--- src/rtl/alu_exec_unit_pkg.sv ---
// Shared constants, state encoding and single-cycle op helper for alu_exec_unit.
// ALU_MUL_FAST_EN selects a combinational multiplier in the op mux.
package alu_exec_unit_pkg;

    localparam int unsigned Xlen     = 32;
    localparam int unsigned CtrlW    = 4;
    localparam int unsigned MulIters = 32;
    localparam int unsigned MulCntW  = 5;

    localparam logic [CtrlW-1:0] CtrlAnd  = 4'd0;
    localparam logic [CtrlW-1:0] CtrlXor  = 4'd1;
    localparam logic [CtrlW-1:0] CtrlSll  = 4'd2;
    localparam logic [CtrlW-1:0] CtrlAdd  = 4'd3;
    localparam logic [CtrlW-1:0] CtrlSub  = 4'd4;
    localparam logic [CtrlW-1:0] CtrlMul  = 4'd5;
    localparam logic [CtrlW-1:0] CtrlAddi = 4'd6;
    localparam logic [CtrlW-1:0] CtrlSrai = 4'd7;
    localparam logic [CtrlW-1:0] CtrlLwsw = 4'd8;
    localparam logic [CtrlW-1:0] CtrlBeq  = 4'd9;

    typedef enum logic {
        StIdle,
        StMulRun
    } alu_state_e;

    // Result of every op that completes in one cycle; illegal codes yield 0.
    function automatic logic [Xlen-1:0] alu_single(input logic [CtrlW-1:0] ctrl,
                                                   input logic [Xlen-1:0]  a,
                                                   input logic [Xlen-1:0]  b);
        logic [Xlen-1:0] res;
        res = '0;
        case (ctrl)
            CtrlAnd:  res = a & b;
            CtrlXor:  res = a ^ b;
            CtrlSll:  res = a << b[4:0];
            CtrlAdd,
            CtrlAddi,
            CtrlLwsw: res = a + b;
            CtrlSub,
            CtrlBeq:  res = a - b;
            CtrlSrai: res = $signed(a) >>> b[4:0];
`ifdef ALU_MUL_FAST_EN
            CtrlMul:  res = a * b;
`endif
            default:  res = '0;
        endcase
        return res;
    endfunction

endpackage

--- src/rtl/alu_exec_unit_mul_iter.sv ---
// Iterative 32-step shift-add multiplier: one partial product per cycle after start.
module alu_exec_unit_mul_iter
    import alu_exec_unit_pkg::*;
(
    input  logic            clk_i,
    input  logic            rst_i,
    input  logic            start_i,
    input  logic            flush_i,
    input  logic [Xlen-1:0] multiplicand_i,
    input  logic [Xlen-1:0] multiplier_i,
    output logic            done_o,
    output logic [Xlen-1:0] product_o
);

    logic               busy_q;
    logic [MulCntW-1:0] cnt_q;
    logic [Xlen-1:0]    acc_q;
    logic [Xlen-1:0]    mcand_q;
    logic [Xlen-1:0]    mplier_q;
    logic [Xlen-1:0]    acc_step;

    assign acc_step  = mplier_q[0] ? (acc_q + mcand_q) : acc_q;
    // Product is taken from the step being completed so the top can register it on this edge.
    assign done_o    = busy_q && (cnt_q == MulCntW'(MulIters - 1));
    assign product_o = acc_step;

    always_ff @(posedge clk_i or negedge rst_i) begin
        if (!rst_i) begin
            busy_q   <= 1'b0;
            cnt_q    <= '0;
            acc_q    <= '0;
            mcand_q  <= '0;
            mplier_q <= '0;
        end else if (flush_i) begin
            busy_q <= 1'b0;
            cnt_q  <= '0;
            acc_q  <= '0;
        end else if (start_i) begin
            busy_q   <= 1'b1;
            cnt_q    <= '0;
            acc_q    <= '0;
            mcand_q  <= multiplicand_i;
            mplier_q <= multiplier_i;
        end else if (busy_q) begin
            acc_q    <= acc_step;
            mcand_q  <= mcand_q << 1;
            mplier_q <= mplier_q >> 1;
            cnt_q    <= cnt_q + MulCntW'(1);
            if (done_o) begin
                busy_q <= 1'b0;
            end
        end
    end

endmodule

--- src/rtl/alu_exec_unit.sv ---
// Execute-stage ALU with registered result; MUL is iterative unless ALU_MUL_FAST_EN is defined,
// in which case MUL is single-cycle and ready_o is constant 1.
module alu_exec_unit
    import alu_exec_unit_pkg::*;
#(
    parameter int unsigned XLEN = 32
) (
    input  logic             clk_i,
    input  logic             rst_i,
    input  logic             flush_i,
    input  logic             valid_i,
    output logic             ready_o,
    input  logic [3:0]       ctrl_i,
    input  logic [XLEN-1:0]  data1_i,
    input  logic [XLEN-1:0]  data2_i,
    output logic             valid_o,
    output logic [XLEN-1:0]  result_o,
    output logic             zero_o
);

    logic            accept;
    logic [XLEN-1:0] op_result;
    logic            valid_q;
    logic [XLEN-1:0] result_q;
    logic            zero_q;

    assign accept    = valid_i && ready_o && !flush_i;
    assign op_result = alu_single(ctrl_i, data1_i, data2_i);

    assign valid_o  = valid_q;
    assign result_o = result_q;
    assign zero_o   = zero_q;

`ifdef ALU_MUL_FAST_EN

    assign ready_o = 1'b1;

    always_ff @(posedge clk_i or negedge rst_i) begin
        if (!rst_i) begin
            valid_q  <= 1'b0;
            result_q <= '0;
            zero_q   <= 1'b1;
        end else if (flush_i) begin
            valid_q <= 1'b0;
        end else if (accept) begin
            valid_q  <= 1'b1;
            result_q <= op_result;
            zero_q   <= (op_result == '0);
        end else begin
            valid_q <= 1'b0;
        end
    end

`else

    alu_state_e      state_q;
    alu_state_e      state_d;
    logic            is_mul;
    logic            mul_start;
    logic            mul_done;
    logic [XLEN-1:0] mul_product;

    assign is_mul = (ctrl_i == CtrlMul);

    always_ff @(posedge clk_i or negedge rst_i) begin
        if (!rst_i) begin
            state_q <= StIdle;
        end else begin
            state_q <= state_d;
        end
    end

    always_comb begin
        state_d = state_q;
        if (flush_i) begin
            state_d = StIdle;
        end else begin
            case (state_q)
                StIdle:   if (accept && is_mul) state_d = StMulRun;
                StMulRun: if (mul_done)         state_d = StIdle;
                default:  state_d = StIdle;
            endcase
        end
    end

    // ready_o comes from the state register only; no path from valid_i.
    always_comb begin
        ready_o   = (state_q == StIdle);
        mul_start = accept && is_mul;
    end

    alu_exec_unit_mul_iter u_mul_iter (
        .clk_i          (clk_i),
        .rst_i          (rst_i),
        .start_i        (mul_start),
        .flush_i        (flush_i),
        .multiplicand_i (data1_i),
        .multiplier_i   (data2_i),
        .done_o         (mul_done),
        .product_o      (mul_product)
    );

    always_ff @(posedge clk_i or negedge rst_i) begin
        if (!rst_i) begin
            valid_q  <= 1'b0;
            result_q <= '0;
            zero_q   <= 1'b1;
        end else if (flush_i) begin
            valid_q <= 1'b0;
        end else if ((state_q == StMulRun) && mul_done) begin
            valid_q  <= 1'b1;
            result_q <= mul_product;
            zero_q   <= (mul_product == '0);
        end else if (accept && !is_mul) begin
            valid_q  <= 1'b1;
            result_q <= op_result;
            zero_q   <= (op_result == '0);
        end else begin
            valid_q <= 1'b0;
        end
    end

`endif

endmodule

--- config.mk ---
export PLATFORM = sky130hd
export DESIGN_NAME = alu_exec_unit
export DESIGN_NICKNAME = d
export VERILOG_FILES = /design/src/rtl/alu_exec_unit_pkg.sv /design/src/rtl/alu_exec_unit_mul_iter.sv /design/src/rtl/alu_exec_unit.sv
export SDC_FILE = /design/constraint.sdc
export NUM_CORES = 1
export LEC_CHECK = 0
export CELL_PAD_IN_SITES_DETAIL_PLACEMENT = 1
export CELL_PAD_IN_SITES_GLOBAL_PLACEMENT = 2
export CORE_UTILIZATION = 40
export DETAILED_ROUTE_END_ITERATION = 6
export HOLD_SLACK_MARGIN = 0.06
export PLACE_DENSITY = 0.95
export SLEW_MARGIN = 20
export SYNTH_ARGS = -nofsm -noshare
export SYNTH_HDL_FRONTEND = slang
export SYNTH_SLANG_ARGS = --single-unit
--- constraint.sdc ---
create_clock -name clk_i -period 7.9 [get_ports clk_i]
set_clock_uncertainty 0.05 [all_clocks]
set_input_delay 1.58 -clock clk_i [delete_from_list [all_inputs] [get_ports clk_i]]
set_output_delay 1.58 -clock clk_i [all_outputs]
set_load 0.02 [all_outputs]
==> metrics.md, run 1 <==
| Metric | Value |
|---|---|
| Max-Cap Viols | `0` |
| Worst setup slack after layout | `approximately 1.4 ns` |
| Mapped Cells | `around 1,900` |
| Root Buffer | `clkbuf_16` |
| Syn Area/Cell | `8.010 um2` |
| CTS sink cnt | `around 140` |
| # rows | `71` |
| H-tree depth | `4` |
| Placed cells | `~2,400` |
| Dpl hpwl | `a little over 50,000 um` |
| Post-layout nets | `approximately 2,100` |
| Cell with the most instances on the worst path | `a21oi_1` |
| R2R depth | `13` |
| WHS | `0.4308 ns` |
| First-pass DRT Iterations | `7` |
| Hold path endpoint | `result_o[21]` |
| Post-synth cell types | `100` |
| Vias post-DR | `approximately 17,000` |
| Yosys top cell area share | `between 20% and 30%` |
| Total gr overflow | `0` |
| Layout Cell Area excl Fill | `~17,000 um2` |
| Status | `finished, violations left` |
| Clock Path Buffers | `2` |
| Required @ worst endpoint | `a little over 8 ns` |
| I/O pins | `roughly 110` |
| Hold Buf Count CTS | `0` |
| Adder-Cell Fraction of Synth Area | `about 8.2%` |
| RePlAce Congestion | `roughly 1.0` |
| Setup crit start kind | `input pin` |
| Clk slew on worst S/H paths | `~0.06 ns` |
| CTS tree | `done` |
| Post-CTS resize count | `0` |
| Die X | `just under 200 um` |
| Ys async rst share | `100.0%` |
| Ys flop type | `dfrtp_1` |
| F_max | `between 0.15 and 0.2 GHz` |
| Crit-path slowest cell | `a221oi_1` |
| Post-synth EDFFs | `0` |
| Share of layout cells above drive strength 1 | `around a tenth` |
| Type of the worst setup path | `input pin to flop` |
| Buf/Inv on CP | `2` |
| Pint | `~2.0 mW` |
| Seq pwr share | `approximately 29%` |
| Post-synthesis compound-gate area fraction | `24.18%` |
| Drt drc | `2` |
| Worst vdd ir | `roughly 0.18 mV` |
| Die H | `198.0 um` |
| Pwr dens | `a little under 200 nW/um2` |
| Clock Power Share | `approximately a quarter` |
| WP data arrival | `slightly below 7 ns` |
| GR Util All Layers | `around 36%` |
| CORE AREA | `around 38,000 um2` |
| DR vias/cell | `6.667` |
| First-pass GRT wire length | `roughly 110,000 um` |
| Clock latency on the worst-skew pair | `about 0.46 ns` |
| XOR/XNOR Fraction of Synth Area | `approximately 3.9%` |
| Register area share after synthesis | `roughly 22%` |
| Pre-CTS setup slack | `roughly 1.1 ns` |
| Final period utilization | `about 82%` |
| Fin crit period | `~6.5 ns` |
| Min-Delay Startpoint | `result_o[21]` |
| Switching Fraction | `approximately two fifths` |
| Largest net degree at the start of global routing | `98` |
| Synthesis-to-finish area growth | `13.51%` |
| Synthesized Nets | `2,091` |
| Crit-path max cell delay | `roughly 0.90 ns` |
| Reg-to-reg slack, setup | `a little under 4 ns` |
| Hold Crit Class | `flop to flop` |
| Min-Delay Path Depth | `2` |
| Final setup violation count | `0` |
| Slew Viols, Final | `0` |
| Reg area | `3430 um2` |
| Critical path cell sequence | `clkdlybuf4s50_1, buf_4, nor4_1, nand4b_1, nor3_1, a21oi_1, xnor2_1, ha_1, nor2_1, a21oi_1, o221ai_1, a221oi_1, o21ai_0, a21oi_1, o21ai_0` |
| Number of routed nets with antenna violations | `0` |
| Synth warnings | `0` |
| Initial antenna violation count | `1` |
| R2r endpoint | `zero_o` |
| Setup tns final | `0 ns` |
| NetSw | `1.413 mW` |
| DR iter-0 viols | `approximately 1,700` |
| Reg-to-reg startpoint | `u_mul_iter.mcand_q[0]` |
| Mapped Area | `15,370 um2` |
| Failing checks | `design-rule violations` |
| Area taken by multi-input logic gates | `11,280 um2` |
| Placed inst area | `16,790 um2` |
| Crit Path Max Fanout | `27` |
| RSZ-0062 raised after global routing | `no` |
| Hold Fails Final Rpt | `0` |
| Max-slew headroom | `a little under a quarter` |
| Worst slew pin tran | `1.155 ns` |
| Static leakage | `7.376 nW` |
| CTS buffer count | `17` |
| Comb power frac | `about 44%` |
| Post-synthesis simple-gate area fraction | `20.31%` |
| Yosys reg bits | `~140` |
| Port Buf Inserts | `between 100 and 150` |
| WL final | `70,060 um` |
| CP top delay family | `compound AO/OA/AOI/OAI gates` |
| Post-synthesis mux area share | `roughly 17%` |
| Full die area | `approximately 40,000 um2` |
| Avg WL per Cell | `between 20 and 30 um` |
| Vias in the first global route | `roughly 17,000` |
| Fill cell count | `about 4,600` |
| Crit. End Element | `flop` |
| Largest family of logic cells by synthesized area | `compound AO/OA/AOI/OAI gates` |
| Non-filler cells, final | `~2,500` |
| Post-CTS setup buffers | `0` |
| Synth top area cells | `dfrtp_1, ha_1, mux4_2` |
| Yosys top cell by area | `dfrtp_1` |
| Initial Util | `approximately two fifths` |
==> worst max-delay path by stage <==
| stage | depth (start not counted) | to | from | slack, ns |
|---|---|---|---|---|
| floorplan | 22 | zero_o | data2_i[2] | 1.93 |
| global placement | 17 | zero_o | ctrl_i[3] | 1.13 |
| detailed placement | 17 | zero_o | ctrl_i[3] | 1.06 |
| CTS | 17 | zero_o | ctrl_i[3] | 1.52 |
| global route | 17 | zero_o | ctrl_i[3] | 1.09 |
| finish | 15 | result_o[28] | data2_i[4] | 1.41 |
==> cell families (layout without fill, tap and decap cells) <==
| logic type | count (synthesis) | count (layout) |
|---|---|---|
| mux | 183 | 183 |
| simple gates | 699 | 699 |
| fa+ha+maj | 100 | 100 |
| flops | 137 | 137 |
| xor+xnor | 69 | 69 |
| other cells | 0 | 1 |
| buf+inv | 157 | 206 |
| compound gates | 574 | 574 |
==> per-stage QoR <==
stage / power, mW / util, %
finish: 3.420 / 46.21
global route: 3.581 / 46.21
CTS: 3.397 / 46.21
detailed placement: 2.472 / 44.48
global placement: 2.427 / 44.48
floorplan: 1.915 / -
==> state kept, by name, summed over array words and instances, names as in the netlist <==
signal	count
zero_o	1
u_mul_iter.mcand_q	32
u_mul_iter.mplier_q	32
u_mul_iter.cnt_q	5
u_mul_iter.busy_q	1
state_q	1
valid_o	1
u_mul_iter.acc_q	32
result_o	32
==> final cells by class <==
cell class | count | share of cell area [%]
antenna | 1 | 0.01434
clock buffer | 21 | 2.639
clock inverter | 10 | 1.097
inverter | 31 | 0.6669
multi-input combinational | 1625 | 64.67
sequential | 137 | 19.66
tap | 511 | 3.664
timing repair buffer | 144 | 7.594
==> metal layers <==
| metal | wire length, um | vias up | global-route usage [%] |
|---|---|---|---|
| li1 | - | 7224 | - |
| met1 | 28700 | 8255 | 45.86 |
| met2 | 31520 | 834 | 58.24 |
| met3 | 6210 | 220 | 7.614 |
| met4 | 3630 | 0 | 18.66 |
| met5 | 0 | - | 0 |
==> cell usage in the layout (no fill, tap or decap), types with 10 or more instances in the layout <==
master / netlist / routed
clkbuf_16: 0 / 17
mux2_2: 28 / 28
a21oi_1: 133 / 133
o21ai_0: 132 / 131
xnor2_1: 43 / 43
a31oi_1: 76 / 76
or3_1: 19 / 18
a211oi_1: 20 / 20
xor2_1: 26 / 26
a22o_1: 12 / 12
o21a_1: 14 / 14
and3_1: 15 / 15
a211o_1: 10 / 10
ha_1: 98 / 98
nand4_1: 22 / 22
nand2b_1: 10 / 10
o211ai_1: 24 / 24
mux4_2: 53 / 53
a21o_1: 26 / 25
nor3_1: 25 / 23
mux2i_1: 98 / 98
nor2b_1: 12 / 12
inv_1: 29 / 29
nor2_1: 211 / 210
nor4_1: 11 / 11
o22ai_1: 13 / 13
dfrtp_1: 136 / 136
clkdlybuf4s50_1: 0 / 100
nand2_1: 303 / 303
buf_4: 1 / 39
nand3_1: 24 / 24
==> worst reg2reg max path, stage by stage (launching register included) <==
cell and delay (ns):
dfrtp_1 0.41, ha_1 0.25, fa_1 0.42, nand3_1 0.12, a21oi_1 0.15, o21ai_0 0.46, o31a_1 0.19, o311a_1 0.29
and3_1 0.21, nand4_1 0.19, or4_1 0.63, nor4_1 0.21, nand4_1 0.18, o211ai_2 0.17
==> cell usage after synthesis (all sizes together), types with 31 or more instances <==
| library cell | n |
|---|---|
| ha | 98 |
| nor2 | 211 |
| a21oi | 136 |
| mux2i | 99 |
| dfrtp | 136 |
| buf | 39 |
| clkbuf | 87 |
| mux4 | 53 |
| o21ai | 139 |
| nand2 | 304 |
| a31oi | 76 |
| mux2 | 31 |
| xnor2 | 43 |
==> power by group through the flow <==
stage	sequential (mW)	combinational [mW]	clock [mW]
floorplan	0.978	0.937	0
global placement	0.990	1.44	0
detailed placement	0.998	1.47	0
CTS	0.988	1.49	0.923
global route	1.01	1.63	0.945
finish	0.992	1.52	0.912
Power figures use the tool's default switching activity.
==> run 2, diff against run 1 <==
Settings changed: CORE_UTILIZATION 40 to 37, PLACE_DENSITY 0.95 to 0.91.
Clock period 7.9 ns to 6.2 ns, I/O delays scaled along.
==> run 2 against run 1 <==
  * The flow now finishes without violations
  * Total power up 25%
  * Flip-flop and latch count unchanged
  * Clock power up 9.6%
  * Die area up 8.0%
  * Global-route usage down 1.2 points
  * First-iteration DRC count down 11%
  * Cell count up 3.9%
  * Combinational power up 32%
  * Non-clock buffer count up 77
  * Largest power group unchanged
==> metrics.md, run 2 (synthesis results as in run 1) <==
| Metric | Value |
|---|---|
| Status | `finished clean` |
| Post-CTS setup buffers | `0` |
| Max-Cap Viols | `0` |
| WL final | `roughly 73,000 um` |
| Crit Path Max Fanout | `5` |
| Worst setup path startpoint | `ctrl_i[2]` |
| Critical path cell sequence | `clkdlybuf4s50_1, or3b_2, a21oi_1, nor2_1, xnor2_1, ha_1, nor2b_1, o31ai_2, a211oi_1, o31a_1, or3_1, a31oi_1, o2111ai_1, or4_1, nor4b_2, nand2_1, o211ai_2` |
| Setup tns final | `0 ns` |
| Initial antenna violation count | `4` |
| Clock Path Buffers | `2` |
| GR Util All Layers | `around a third` |
| I/O pins | `roughly 110` |
| F_max | `~0.18 GHz` |
| Buf/Inv on CP | `1` |
| CTS tree | `done` |
| WP data arrival | `around 6.0 ns` |
| Full die area | `around 42,000 um2` |
| Reg-to-reg startpoint | `u_mul_iter.cnt_q[0]` |
| Most common cell after layout, fill and taps aside | `nand2_1` |
| Design Power | `~4.3 mW` |
| Clock latency on the worst-skew pair | `roughly 0.47 ns` |
| Number of routed nets with antenna violations | `0` |
| RePlAce Congestion | `a little under 1` |
| Dpl hpwl | `56,050 um` |
| Clock Power Share | `a little under a quarter` |
| Required @ worst endpoint | `between 6 and 7 ns` |
| DR vias/cell | `6.390` |
| Seq pwr share | `29.4%` |
| Hold Crit Class | `flop to flop` |
| Crit-path max cell delay | `~0.53 ns` |
| R2R depth | `14` |
| CTS sink cnt | `137` |
| Switching Fraction | `42.70%` |
| Pint | `between 2 and 2.5 mW` |
| Drt drc | `0` |
| Pwr dens | `about 240 nW/um2` |
| R2r endpoint | `zero_o` |
| Crit. End Element | `flop` |
| CTS buffer count | `17` |
| Fin crit period | `approximately 5.7 ns` |
| RSZ-0062 raised after global routing | `no` |
| Most frequent cells in the layout | `nand2_1, nor2_1, dfrtp_1` |
| Initial Util | `37.56%` |
| Worst vdd ir | `0.1748 mV` |
| Avg WL per Cell | `28.32 um` |
| Synthesis-to-finish area growth | `16.87%` |
| Die X | `slightly above 200 um` |
| Final setup violation count | `0` |
| Min-Delay Startpoint | `result_o[12]` |
| Static leakage | `a little under 8 nW` |
| First-pass GRT wire length | `about 110,000 um` |
| Post-CTS resize count | `0` |
| Placed inst area | `around 17,000 um2` |
| # rows | `74` |
| Setup crit start kind | `input pin` |
| NetSw | `1.820 mW` |
| Share of layout cells above drive strength 1 | `a little over an eighth` |
| H-tree depth | `4` |
| Vias post-DR | `about 16,000` |
| Reg-to-reg slack, setup | `2.19 ns` |
| CP top delay family | `simple AND/OR/NAND/NOR gates` |
| DR iter-0 viols | `approximately 1,500` |
| Port Buf Inserts | `around 110` |
| Largest net degree at the start of global routing | `between 100 and 150` |
| Crit-path slowest cell | `or4_1` |
| Hold Fails Final Rpt | `0` |
| Post-layout nets | `around 2,200` |
| Hold Buf Count CTS | `0` |
| Min-Delay Path Depth | `1` |
| CORE AREA | `40,920 um2` |
| Vias in the first global route | `16,896` |
| Die H | `205.8 um` |
| Final period utilization | `approximately 92%` |
| Max-slew headroom | `between 30% and 40%` |
| Number of diodes | `0` |
| Root Buffer | `clkbuf_16` |
| Comb power frac | `47.1%` |
| Hold path endpoint | `result_o[12]` |
| Layout Cell Area excl Fill | `between 15,000 and 20,000 um2` |
| Worst slew pin tran | `between 0.9 and 1 ns` |
| WHS | `roughly 0.43 ns` |
| Total gr overflow | `0` |
| Clk slew on worst S/H paths | `0.06 ns` |
| Type of the worst setup path | `input pin to flop` |
| First-pass DRT Iterations | `7` |
| Slew Viols, Final | `0` |
## run 2: cell count changes in the layout (fill, tap and decap cells not counted), moves of 2 or more
cell        delta
bufinv_16      -4
clkinvlp_4     +2
buf_4         +76
clkinv_4       -2
clkinv_2       +4
## run 2: power groups by stage
stage / logic, mW / registers, mW / clock network (mW)
2_1_floorplan: 1.19 / 1.25 / 0
3_3_place_gp: 1.92 / 1.26 / 0
3_5_place_dp: 1.96 / 1.27 / 0
4_1_cts: 1.98 / 1.25 / 1.02
5_1_grt: 2.16 / 1.28 / 1.05
6_report: 2.01 / 1.25 / 1.00
## run 2: cell type report
cell class | instances | area (um2)
repair buffers | 221 | 1916
well taps | 532 | 665.6
clock inverters | 11 | 97.59
clock buffers | 20 | 456.7
inverters | 31 | 116.4
fillers | 4923 | 22960
multi-input cells | 1625 | 11280
flip-flops and latches | 137 | 3430
## run 2: worst max path at each step
stage,slack (ns),cells after the start,end
floorplan,0.57,22,zero_o
global placement,0.19,21,zero_o
detailed placement,0.1,17,zero_o
CTS,0.56,17,zero_o
global route,0.23,17,zero_o
finish,0.51,17,zero_o
## run 2: routing by layer
| layer | GRT usage [%] | routed length [um] | up-vias |
|---|---|---|---|
| li1 | - | - | 7368 |
| met1 | 44.49 | 30230 | 8296 |
| met2 | 57.88 | 34360 | 643 |
| met3 | 6.129 | 5023 | 161 |
| met4 | 15.99 | 3358 | 0 |
| met5 | 0 | 0 | - |
## run 2: per-stage QoR
stage               std cells  utilization [%]  worst slack [ns]
CTS                      2577            43.90            0.5624
floorplan                1919                -            0.5693
finish                   2577            43.90            0.5051
global route             2577            43.90            0.2278
global placement         2546            42.54            0.1928
detailed placement       2546            42.54           0.09552
